## config.mk

```make
export PLATFORM = sky130hd
export DESIGN_NAME = issue_arbiter
export DESIGN_NICKNAME = d
export VERILOG_FILES = /design/src/rtl/pipe_pkg.sv /design/src/rtl/rr_arbiter.sv /design/src/rtl/issue_arbiter.sv
export SDC_FILE = /design/constraint.sdc
export NUM_CORES = 1
export LEC_CHECK = 0
export ABC_AREA = 1
export BUFFER_PORTS_ARGS = -buffer_cell sky130_fd_sc_hd__clkbuf_2
export CORE_MARGIN = 1
export CORE_UTILIZATION = 36
export CTS_BUF_LIST = sky130_fd_sc_hd__clkbuf_4
export DETAILED_ROUTE_END_ITERATION = 8
export SLEW_MARGIN = 20
export SYNTH_ARGS = -nofsm -noshare
export SYNTH_HDL_FRONTEND = slang
export SYNTH_SLANG_ARGS = --single-unit
```

## constraint.sdc

```tcl
create_clock -name clk -period 3.38 [get_ports clk]
set_clock_uncertainty 0.1 [all_clocks]
set_input_delay 0.845 -clock clk [delete_from_list [all_inputs] [get_ports clk]]
set_output_delay 0.845 -clock clk [all_outputs]
set_load 0.02 [all_outputs]
```

## src/rtl/pipe_pkg.sv

```systemverilog
// Shared definitions for the processor issue path: opcodes, NOP encoding,
// default pipeline depth and the requester tag carried alongside each issue.
package pipe_pkg;

  localparam logic [1:0] OP_ADD  = 2'b00;
  localparam logic [1:0] OP_SUB  = 2'b01;
  localparam logic [1:0] OP_LOAD = 2'b10;

  // ADD 0+0: harmless filler whose result nobody claims.
  localparam logic [7:0] NOP_INSTR = {OP_ADD, 6'b000_000};

  localparam int DEFAULT_PIPE_DEPTH = 4;
  localparam int TAG_ID_W           = 3;

  typedef struct packed {
    logic                valid;
    logic [TAG_ID_W-1:0] id;
  } tag_t;

endpackage

```

## src/rtl/rr_arbiter.sv

```systemverilog
// Combinational round-robin grant: the first asserted request at or above ptr,
// searching upward with wrap-around, wins.
module rr_arbiter #(
  parameter int N     = 4,
  parameter int PTR_W = $clog2(N)
) (
  input  logic [N-1:0]     req,
  input  logic [PTR_W-1:0] ptr,
  output logic [N-1:0]     grant
);

  always_comb begin
    logic             found;
    logic [PTR_W:0]   idx;
    grant = '0;
    found = 1'b0;
    idx   = '0;
    for (int k = 0; k < N; k++) begin
      idx = {1'b0, ptr} + (PTR_W+1)'(k);
      if (idx >= (PTR_W+1)'(N)) begin
        idx = idx - (PTR_W+1)'(N);
      end
      if (!found && req[idx[PTR_W-1:0]]) begin
        grant[idx[PTR_W-1:0]] = 1'b1;
        found                 = 1'b1;
      end
    end
  end

endmodule

```

## src/rtl/issue_arbiter.sv

```systemverilog
// Shares one processor instruction port among NUM_REQ requesters and routes
// each result back to its issuer through a tag pipe matched to processor latency.
module issue_arbiter #(
  parameter int         NUM_REQ    = 4,
  parameter int         PIPE_DEPTH = pipe_pkg::DEFAULT_PIPE_DEPTH,
  parameter logic [7:0] NOP_INSTR  = pipe_pkg::NOP_INSTR
) (
  input  logic                            clk,
  input  logic                            rst_n,
  input  logic                            flush,
  input  logic [NUM_REQ-1:0]              req_valid,
  input  logic [NUM_REQ*8-1:0]            req_instr,
  output logic [NUM_REQ-1:0]              req_ready,
  output logic [7:0]                      proc_instr,
  input  logic [7:0]                      proc_res,
  output logic [NUM_REQ-1:0]              resp_valid,
  output logic [7:0]                      resp_data,
  output logic [$clog2(PIPE_DEPTH+2)-1:0] in_flight
);

  localparam int PTR_W = $clog2(NUM_REQ);
  localparam int CNT_W = $clog2(PIPE_DEPTH+2);
  localparam int ID_W  = pipe_pkg::TAG_ID_W;

  logic [PTR_W-1:0]    rr_ptr_q, rr_ptr_d;
  logic [7:0]          proc_instr_q, proc_instr_d;
  logic [CNT_W-1:0]    in_flight_q, in_flight_d;
  pipe_pkg::tag_t      tag_q [0:PIPE_DEPTH];
  pipe_pkg::tag_t      tag_d [0:PIPE_DEPTH];

  logic [NUM_REQ-1:0]  req_masked;
  logic [NUM_REQ-1:0]  grant;
  logic                accept;
  logic [PTR_W-1:0]    grant_id;
  logic [7:0]          grant_instr;
  logic                last_valid;

  // Flush blocks issue outright so a pending request simply waits.
  assign req_masked = req_valid & {NUM_REQ{~flush}};

  rr_arbiter #(
    .N     (NUM_REQ),
    .PTR_W (PTR_W)
  ) u_rr (
    .req   (req_masked),
    .ptr   (rr_ptr_q),
    .grant (grant)
  );

  assign req_ready  = grant;
  assign accept     = |grant;
  assign last_valid = tag_q[PIPE_DEPTH].valid;

  always_comb begin
    grant_id    = '0;
    grant_instr = NOP_INSTR;
    for (int i = 0; i < NUM_REQ; i++) begin
      if (grant[i]) begin
        grant_id    = PTR_W'(i);
        grant_instr = req_instr[i*8 +: 8];
      end
    end
  end

  always_comb begin
    proc_instr_d = accept ? grant_instr : NOP_INSTR;
    rr_ptr_d     = rr_ptr_q;
    if (accept) begin
      rr_ptr_d = (grant_id == PTR_W'(NUM_REQ-1)) ? '0 : grant_id + 1'b1;
    end
  end

  always_comb begin
    in_flight_d = in_flight_q;
    if (flush) begin
      in_flight_d = '0;
    end else if (accept && !last_valid) begin
      in_flight_d = in_flight_q + 1'b1;
    end else if (!accept && last_valid) begin
      in_flight_d = in_flight_q - 1'b1;
    end
  end

  genvar gi;
  generate
    for (gi = 0; gi <= PIPE_DEPTH; gi++) begin : g_tag
      if (gi == 0) begin : g_head
        assign tag_d[gi] = '{valid: accept, id: ID_W'(grant_id)};
      end else begin : g_shift
        assign tag_d[gi] = flush ? '0 : tag_q[gi-1];
      end

      always_ff @(posedge clk or negedge rst_n) begin
        if (!rst_n) begin
          tag_q[gi] <= '0;
        end else begin
          tag_q[gi] <= tag_d[gi];
        end
      end
    end

    for (gi = 0; gi < NUM_REQ; gi++) begin : g_resp
      assign resp_valid[gi] = last_valid && (tag_q[PIPE_DEPTH].id == ID_W'(gi));
    end
  endgenerate

  always_ff @(posedge clk or negedge rst_n) begin
    if (!rst_n) begin
      rr_ptr_q     <= '0;
      proc_instr_q <= NOP_INSTR;
      in_flight_q  <= '0;
    end else begin
      rr_ptr_q     <= rr_ptr_d;
      proc_instr_q <= proc_instr_d;
      in_flight_q  <= in_flight_d;
    end
  end

  assign proc_instr = proc_instr_q;
  assign resp_data  = proc_res;
  assign in_flight  = in_flight_q;

endmodule

```

==> results of run 1 <==
area by class of cell:
type	count	area (um^2)
inverter	40	150
fill	507	2610
clock buffer	3	22.5
sequential	28	702
multi-input combinational	152	886
timing repair buffer	63	330
clock inverter	1	30.0
tap	67	83.8
synth_stat cells (2+ instances only):
| cell | number | area [um^2] |
|---|---|---|
| ha_1 | 7 | 87.6 |
| buf_2 | 2 | 10.0 |
| inv_2 | 6 | 22.5 |
| nand2_2 | 4 | 25.0 |
| inv_1 | 32 | 120 |
| nand2_1 | 61 | 229 |
| o21ai_1 | 2 | 10.0 |
| a21oi_1 | 8 | 40.0 |
| clkinv_1 | 2 | 7.51 |
| nand3_1 | 22 | 110 |
| o311ai_1 | 8 | 70.1 |
| dfrtp_1 | 28 | 701 |
| nand2_4 | 2 | 22.5 |
| nor3_1 | 4 | 20.0 |
| clkbuf_1 | 2 | 7.51 |
| nand3_2 | 9 | 90.1 |
| nor2_1 | 13 | 48.8 |
| buf_4 | 9 | 67.6 |
| nor2_4 | 3 | 33.8 |
kinds of logic (layout without fill, tap and decap cells):
family	Yosys count	after routing	synth area share, %
buffers and inverters	54	107	13.4
AO/OA/AOI/OAI	22	22	8.12
AND/OR/NAND/NOR	122	122	34.3
adder cells (fa/ha/maj)	8	8	5.87
flip-flops	28	28	38.2
worst min-delay path: stages, from the launching register on:
cell and delay [ns]:
dfrtp_1 0.38, inv_1 0.04, nor2_1 0.03
metrics by stage:
stage,power (W),instances,setup slack [ns]
2_1_floorplan,0.00190,234,0.426
3_3_place_gp,0.00224,349,0.353
3_5_place_dp,0.00227,349,0.289
4_1_cts,0.00249,353,0.0333
5_1_grt,0.00273,354,0.00157
6_report,0.00247,354,0.245
state kept, by name, indices dropped and copies added, names as in the netlist:
register / cells
rr_ptr_q: 2
tag_q: 14
in_flight: 3
proc_instr: 8
last_valid: 1
power groups by stage:
stage / registers [W] / logic (W) / clock network (W)
detailed placement: 0.000532 / 0.00174 / 0
CTS: 0.000525 / 0.00174 / 0.000225
global placement: 0.000530 / 0.00171 / 0
global route: 0.000524 / 0.00197 / 0.000242
floorplan: 0.000589 / 0.00131 / 0
finish: 0.000511 / 0.00174 / 0.000220
worst paths after layout:
path / from / end / slack, ns
worst max-delay path: rr_ptr_q[1] / req_ready[0] / 0.24
worst min-delay path: tag_q[13] / tag_q[9] / 0.35
worst max register to register: rr_ptr_q[1] / in_flight[1] / 0.60
worst min register to register: tag_q[13] / tag_q[9] / 0.35
max in group asynchronous: rst_n / rr_ptr_q[0] / 2.26
min in group asynchronous: rst_n / in_flight[1] / 0.42
metal layers:
layer  track usage, %  vias up  share of wire [%]
li1                 -      844                  -
met1             18.1      725                 45
met2             27.5       36                 51
met3             3.29        2                3.9
met4             2.99        0               0.65
met5                0        -                  0
repair_timing:
item	CTS	global route
gates resized for setup	0	1
setup endpoints to repair	0	4
hold buffers	0	0
buffers inserted	0	1
==> flow_summary_export.csv, run 1 <==
group,metric,value,unit
pwr,p_leak,1.24,nW
final_layout,fin_util,45.8,%
global_route,grt_pass1_vias,1476,
detailed_routing,num_vias,1607,
timing,fmaxAchievable,0.319,GHz
yosys,yosysSeqAreaShare,38.2,%
clock_network,ctsRootBufferMaster,"clkbuf_4",
status,outcome,"completed",
yosys,async_reset_ff_share,100,%
floorplan,ioPinCount,74,
floorplan,die_h,73.4,um
place,dp_hpwl,3000,um
timing,hold_viol_final,0,
final_layout,final_cell_mix,"nand2_1, clkbuf_2, inv_1",
global_route,antenna_found_initial,0,
final_layout,final_common_cell,"nand2_1",
setup_path,end_kind,"primary output",
setup_path,crit_cells,9,
run,drv_cap,0,
final_layout,final_nets,343,
floorplan,die_width,73.4,um
detailed_routing,via_per_inst,4.54,
pwr,switching_share,50.8,%
setup_path,slowest_delay,0.51,ns
detailed_routing,drt-total-wl,3860,um
timing,whs,0.352,ns
timing,tightest_slew,0.690,ns
setup_path,cp.required,2.43,ns
global_route,grt_use_total,15.0,%
setup_path,cpMostUsedCell,"inv_1",
yosys,ys_types,29,
pwr,vdd_ir_drop_max,0.000469,V
setup_path,path_max_fanout,10,
place,io_buffers,57,
setup_path,crit_family,"simple AND/OR/NAND/NOR gates",
floorplan,dieArea,0.00538,mm^2
global_route,grt_start_max_net_pins,29,
yosys,syn_inst,234,
final_layout,layout-drive-gt1-share,33.8,%
clock_network,cts_buffer_depth,2,
global_route,grt_pass1_wl,6250,um
timing,setup_tns,0,ns
pwr,p_seq_share,20.7,%
setup_path,path_class,"reg2out",
timing,setup_viol,0,
detailed_routing,final_antenna_net_count,0,
setup_path,arrival,2.19,ns
pwr,switchingPower,0.00125,W
pwr,power_frac_comb,70.4,%
timing,relSlewSlack,54.0,%
floorplan,initial_core_util,38.1,%
pwr,power_density,1120,mW/mm^2
clock_network,cts_tree,"built",
yosys,syn_area,0.00183,mm^2
setup_path,crit_slowest_cell,"dfrtp_1",
yosys,synth-seq-cells,28,
place,globalplace.congestion,0.824,
timing,rsz0062_at_grt,"no",
clock_network,htreeDepth,1,
setup_path,rr_worst_depth,17,
clock_network,clock_sinks,28,
final_layout,diodes,0,
detailed_routing,dr.pass1.iters,4,
timing,post-route-min-period,3.14,ns
global_route,grt.overflow.total,0,
setup_path,critPathBufInv,3,
yosys,ys_warn_count,0,
clock_network,clk_latency,0.33,ns
place,placed_area,0.00214,mm^2
final_layout,fin_area,0.00220,mm^2
setup_path,worstSetupStartpointType,"flop",
hold_path,min_path_type,"reg2reg",
floorplan,coreArea,0.00482,mm^2
yosys,synth_edf_count,0,
clock_network,path_clk_slew,0.16,ns
floorplan,rows,25,
clock_network,cts_buffers,3,
yosys,synth_ff_type,"dfrtp_1",
timing,finalMaxSlewViolations,0,
pwr,intPower,0.00121,W
detailed_routing,drtIter0Drc,79,
detailed_routing,drc,0,
pwr,power_frac_clock,8.9,%
hold_path,whs_path_depth,2,
yosys,syn_nets,289,
yosys,postSynthAreaPerCell,7.83,um^2
detailed_routing,wl_per_cell,10.9,um
setup_path,crit_chain,"inv_1 -> ha_1 -> inv_1 -> nand3_1 -> nand2_1 -> nor2_2 -> nand3_2 -> nand3_4 -> clkbuf_2",
final_layout,syn_to_final_growth,20.3,%
timing,fin_crit_sh,92.8,%
Note: power is estimated with default switching activity, not from simulation.
==> run 2: changes to the inputs <==
--- a/config.mk
+++ b/config.mk
@@ -11,6 +11,7 @@
 export CORE_UTILIZATION = 36
 export CTS_BUF_LIST = sky130_fd_sc_hd__clkbuf_4
 export DETAILED_ROUTE_END_ITERATION = 8
+export PLACE_DENSITY = 0.66
 export SLEW_MARGIN = 20
 export SYNTH_ARGS = -nofsm -noshare
 export SYNTH_HDL_FRONTEND = slang
==> flow_summary_export.csv, run 2 (synthesis results as in run 1) <==
group,metric,value,unit
global_route,grt_use_total,14.5,%
global_route,antenna_found_initial,0,
detailed_routing,final_antenna_net_count,0,
place,io_buffers,57,
final_layout,largest_reg_flops,14,
timing,fin_ws,0.206,ns
final_layout,final_nets,342,
setup_path,path_class,"reg2out",
global_route,grt_pass1_vias,1412,
pwr,p_seq_share,21.3,%
timing,setup_viol,0,
final_layout,final_cell_mix,"nand2_1, clkbuf_2, inv_1",
floorplan,die_h,73.4,um
pwr,p_leak,1.22,nW
timing,finalMaxSlewViolations,0,
status,outcome,"completed",
pwr,intPower,0.00113,W
timing,setup_tns,0,ns
final_layout,regMostFlops,"tag_q",
timing,fmaxAchievable,0.315,GHz
clock_network,cts_buffers,3,
clock_network,clock_sinks,28,
detailed_routing,drt-total-wl,3790,um
clock_network,cts_buffer_depth,2,
clock_network,post_cts_resized,0,
place,dp_slack,0.297,ns
place,globalplace.congestion,0.796,
clock_network,clk_latency,0.31,ns
final_layout,syn_to_final_growth,18.2,%
detailed_routing,dr.pass1.iters,6,
floorplan,rows,25,
final_layout,layout-drive-gt1-share,33.3,%
floorplan,initial_core_util,38.1,%
hold_path,min_path_type,"reg2reg",
setup_path,ff2ff_setup_slack,0.52,ns
clock_network,holdBufCountCts,0,
clock_network,htreeDepth,1,
place,dp_hpwl,2980,um
floorplan,dieArea,0.00538,mm^2
clock_network,ctsRootBufferMaster,"clkbuf_4",
floorplan,coreArea,0.00482,mm^2
setup_path,path_max_fanout,10,
setup_path,arrival,2.23,ns
final_layout,fin_area,0.00217,mm^2
clock_network,cts_tree,"built",
pwr,switchingPower,0.00126,W
place,placed_area,0.00214,mm^2
setup_path,worstSetupStartpointType,"flop",
timing,whs,0.369,ns
pwr,power,0.00239,W
timing,tightest_slew,0.666,ns
timing,fin_crit_sh,93.9,%
final_layout,final_common_cell,"nand2_1",
setup_path,end_kind,"primary output",
hold_path,whs_path_depth,2,
global_route,grt_start_max_net_pins,29,
pwr,vdd_ir_drop_max,0.000392,V
pwr,power_frac_clock,5.4,%
floorplan,die_width,73.4,um
timing,relSlewSlack,55.6,%
detailed_routing,via_per_inst,4.56,
clock_network,cts_setup_buffers,0,
final_layout,fillCellCount,508,
floorplan,ioPinCount,74,
pwr,switching_share,52.7,%
final_layout,diodes,0,
detailed_routing,drc,0,
detailed_routing,num_vias,1604,
timing,rsz0062_at_grt,"no",
global_route,grt_pass1_wl,6100,um
timing,post-route-min-period,3.17,ns
global_route,grt.overflow.total,0,
detailed_routing,drtIter0Drc,77,
setup_path,rr_worst_depth,18,
pwr,power_density,1100,mW/mm^2
clock_network,path_clk_slew,0.14,ns
timing,hold_viol_final,0,
detailed_routing,wl_per_cell,10.8,um
run,drv_cap,0,
pwr,power_frac_comb,73.3,%
setup_path,cp.required,2.43,ns
==> run 2: changes by cell type in the layout (fill, tap and decap cells not counted) <==
cell / change
buf_4: -1
bufinv_16: -1
==> run 2: power groups by stage <==
stage	Sequential, W	Clock [W]	Combinational [W]
final	0.000508	0.000129	0.00175
after floorplan	0.000589	0	0.00131
after CTS	0.000507	0.000137	0.00176
after global routing	0.000520	0.000145	0.00199
after global placement	0.000514	0	0.00174
after detailed placement	0.000514	0	0.00176
==> run 2: critical path, cell delays in order, from the launching register on <==
cell and delay, ns:
dfrtp_2 0.49, inv_1 0.22, ha_1 0.31, inv_1 0.10
nand3_1 0.08, nand2_1 0.08, nand2_2 0.08, nor2_4 0.12
nand2_2 0.07, nand3_4 0.16, clkbuf_2 0.20
==> run 2: cell type report <==
cell class	instances	area (um^2)	area share (%)
multi-input cells	152	886	40.9
flip-flops and latches	28	702	32.4
well taps	67	83.8	3.87
clock buffers	3	22.5	1.04
inverters	40	150	6.93
repair buffers	62	323	14.9
==> run 2: per-stage QoR <==
stage,util [%],cells
after floorplan,-,234
after global placement,44.5,349
after detailed placement,44.5,349
after CTS,45.0,352
after global routing,45.0,352
final,45.0,352
==> run 2: layer usage <==
layer  vias up  wire (um)  global-route usage [%]
li1        835          -                       -
met5         -          0                       0
met2        46       1800                    24.7
met4         0         51                    4.27
met1       717       1790                    18.9
met3         6        151                    2.47
==> run 2: worst paths after layout <==
check                            start            to
max                        rr_ptr_q[1]  req_ready[0]
min                          tag_q[19]     tag_q[15]
max reg2reg                rr_ptr_q[1]  in_flight[2]
min reg2reg                  tag_q[19]     tag_q[15]
max in group asynchronous        rst_n   rr_ptr_q[1]
min in group asynchronous        rst_n      tag_q[7]
==> run 3: changes to the inputs <==
--- a/config.mk
+++ b/config.mk
@@ -7,6 +7,7 @@
 export LEC_CHECK = 0
 export ABC_AREA = 1
 export BUFFER_PORTS_ARGS = -buffer_cell sky130_fd_sc_hd__clkbuf_2
+export CORE_ASPECT_RATIO = 0.6
 export CORE_MARGIN = 1
 export CORE_UTILIZATION = 36
 export CTS_BUF_LIST = sky130_fd_sc_hd__clkbuf_4
==> flow_summary_export.csv, run 3 (synthesis results as in run 1) <==
group,metric,value,unit
status,outcome,"completed",
hold_path,worstHoldStart,"tag_q[4]",
global_route,grt_pass1_vias,1436,
final_layout,layout-drive-gt1-share,33.8,%
setup_path,path_max_fanout,11,
pwr,intPower,0.00115,W
timing,finalMaxSlewViolations,0,
pwr,vdd_ir_drop_max,0.000576,V
setup_path,worstSetupStartpointType,"flop",
setup_path,crit_chain,"inv_1 -> ha_1 -> inv_1 -> nand3_1 -> nand2_1 -> nor2_2 -> nand3_1 -> nand3b_4 -> clkbuf_2",
place,globalplace.congestion,0.915,
global_route,antenna_found_initial,0,
setup_path,rr_worst_depth,17,
timing,setup_viol,0,
final_layout,largest_reg_flops,14,
floorplan,die_h,57.3,um
setup_path,arrival,2.22,ns
global_route,grt_pass1_wl,6380,um
timing,fin_crit_sh,93.7,%
setup_path,cp.required,2.43,ns
run,drv_cap,0,
detailed_routing,num_vias,1604,
timing,fmaxAchievable,0.316,GHz
place,io_buffers,57,
hold_path,min_to,"tag_q[0]",
floorplan,initial_core_util,38.7,%
global_route,grt_start_max_net_pins,29,
clock_network,cts_tree,"built",
floorplan,rows,19,
final_layout,final_cell_mix,"nand2_1, clkbuf_2, inv_1",
final_layout,diodes,0,
setup_path,critPathBufInv,3,
final_layout,final_common_cell,"nand2_1",
setup_path,crit_slowest_cell,"dfrtp_1",
pwr,power_frac_clock,5.6,%
place,placed_area,0.00215,mm^2
pwr,power_density,1110,mW/mm^2
floorplan,coreArea,0.00473,mm^2
pwr,switchingPower,0.00127,W
setup_path,crit_family,"simple AND/OR/NAND/NOR gates",
setup_path,rr_startpoint,"rr_ptr_q[1]",
pwr,p_leak,1.23,nW
setup_path,end_kind,"primary output",
setup_path,r2r_end,"in_flight[1]",
floorplan,dieArea,0.00539,mm^2
detailed_routing,final_antenna_net_count,0,
timing,setup_tns,0,ns
clock_network,holdBufCountCts,0,
pwr,power_frac_comb,72.8,%
detailed_routing,drtIter0Drc,41,
timing,rsz0062_at_grt,"no",
clock_network,cts_setup_buffers,0,
global_route,grt.overflow.total,0,
clock_network,htreeDepth,1,
detailed_routing,via_per_inst,4.58,
timing,fin_ws,0.214,ns
global_route,grt_use_total,15.3,%
timing,hold_viol_final,0,
clock_network,clock_sinks,28,
timing,relSlewSlack,55.0,%
pwr,p_seq_share,21.6,%
place,dp_slack,0.241,ns
clock_network,cts_buffer_depth,2,
final_layout,syn_to_final_growth,18.8,%
detailed_routing,dr.pass1.iters,4,
setup_path,slowest_delay,0.51,ns
detailed_routing,wl_per_cell,11.0,um
detailed_routing,drt-total-wl,3850,um
clock_network,ctsRootBufferMaster,"clkbuf_4",
pwr,switching_share,52.4,%
hold_path,whs_path_depth,2,
detailed_routing,drc,0,
setup_path,ff2ff_setup_slack,0.55,ns
place,dp_hpwl,3080,um
final_layout,final_nets,344,
clock_network,clk_latency,0.32,ns
clock_network,path_clk_slew,0.13,ns
floorplan,die_width,94.1,um
final_layout,regMostFlops,"tag_q",
timing,post-route-min-period,3.17,ns
timing,tightest_slew,0.674,ns
floorplan,ioPinCount,74,
clock_network,cts_buffers,3,
final_layout,fin_area,0.00218,mm^2
hold_path,min_path_type,"reg2reg",
setup_path,path_class,"reg2out",
timing,whs,0.372,ns
clock_network,post_cts_resized,0,
## run 3: worst register-to-register path: cells and delay by family (launching register included)
family / cells / cell delay, ns
flops: 1 / 0.51
buf+inv: 4 / 0.30
simple gates: 10 / 0.94
compound gates: 1 / 0.05
fa+ha+maj: 2 / 0.82
## run 3: area by class of cell
cell class                      count  area [um^2]
Inverter                           40          150
Sequential cell                    28          702
Clock buffer                        3         22.5
Tap cell                           63         78.8
Multi-Input combinational cell    152          886
Timing Repair Buffer               64          338
Fill cell                         470         2550
## run 3: per-layer routing
metal	vias to the layer above	global-route usage, %	wire length, um
li1	839	-	-
met3	2	5.47	327
met2	53	23.3	1590
met5	-	0	0
met4	0	2.64	17
met1	710	21.3	1920
## run 3: per-stage QoR
stage                     total power, W  instances  utilization (%)
final                            0.00242        350             46.0
after global placement           0.00227        347             45.5
after CTS                        0.00243        350             46.0
after floorplan                  0.00190        234                -
after global routing             0.00268        350             46.0
after detailed placement         0.00229        347             45.5
## run 3: worst max-delay path by stage
stage                 from           end  slack [ns]  depth (start not counted)
6_report       rr_ptr_q[1]  req_ready[2]        0.21                          9
3_3_place_gp         flush  req_ready[2]        0.29                          9
2_1_floorplan        flush  req_ready[3]        0.43                          8
5_1_grt        rr_ptr_q[1]  req_ready[2]        0.04                          9
3_5_place_dp         flush  in_flight[1]        0.24                         17
4_1_cts        rr_ptr_q[0]  req_ready[2]        0.17                          9
## run 3: power by group through the flow
stage               Sequential, W  Clock [W]  Combinational [W]
finish                   0.000523   0.000134            0.00176
global route             0.000535   0.000157            0.00199
CTS                      0.000522   0.000141            0.00177
detailed placement       0.000529          0            0.00177
global placement         0.000531          0            0.00173
floorplan                0.000589          0            0.00131
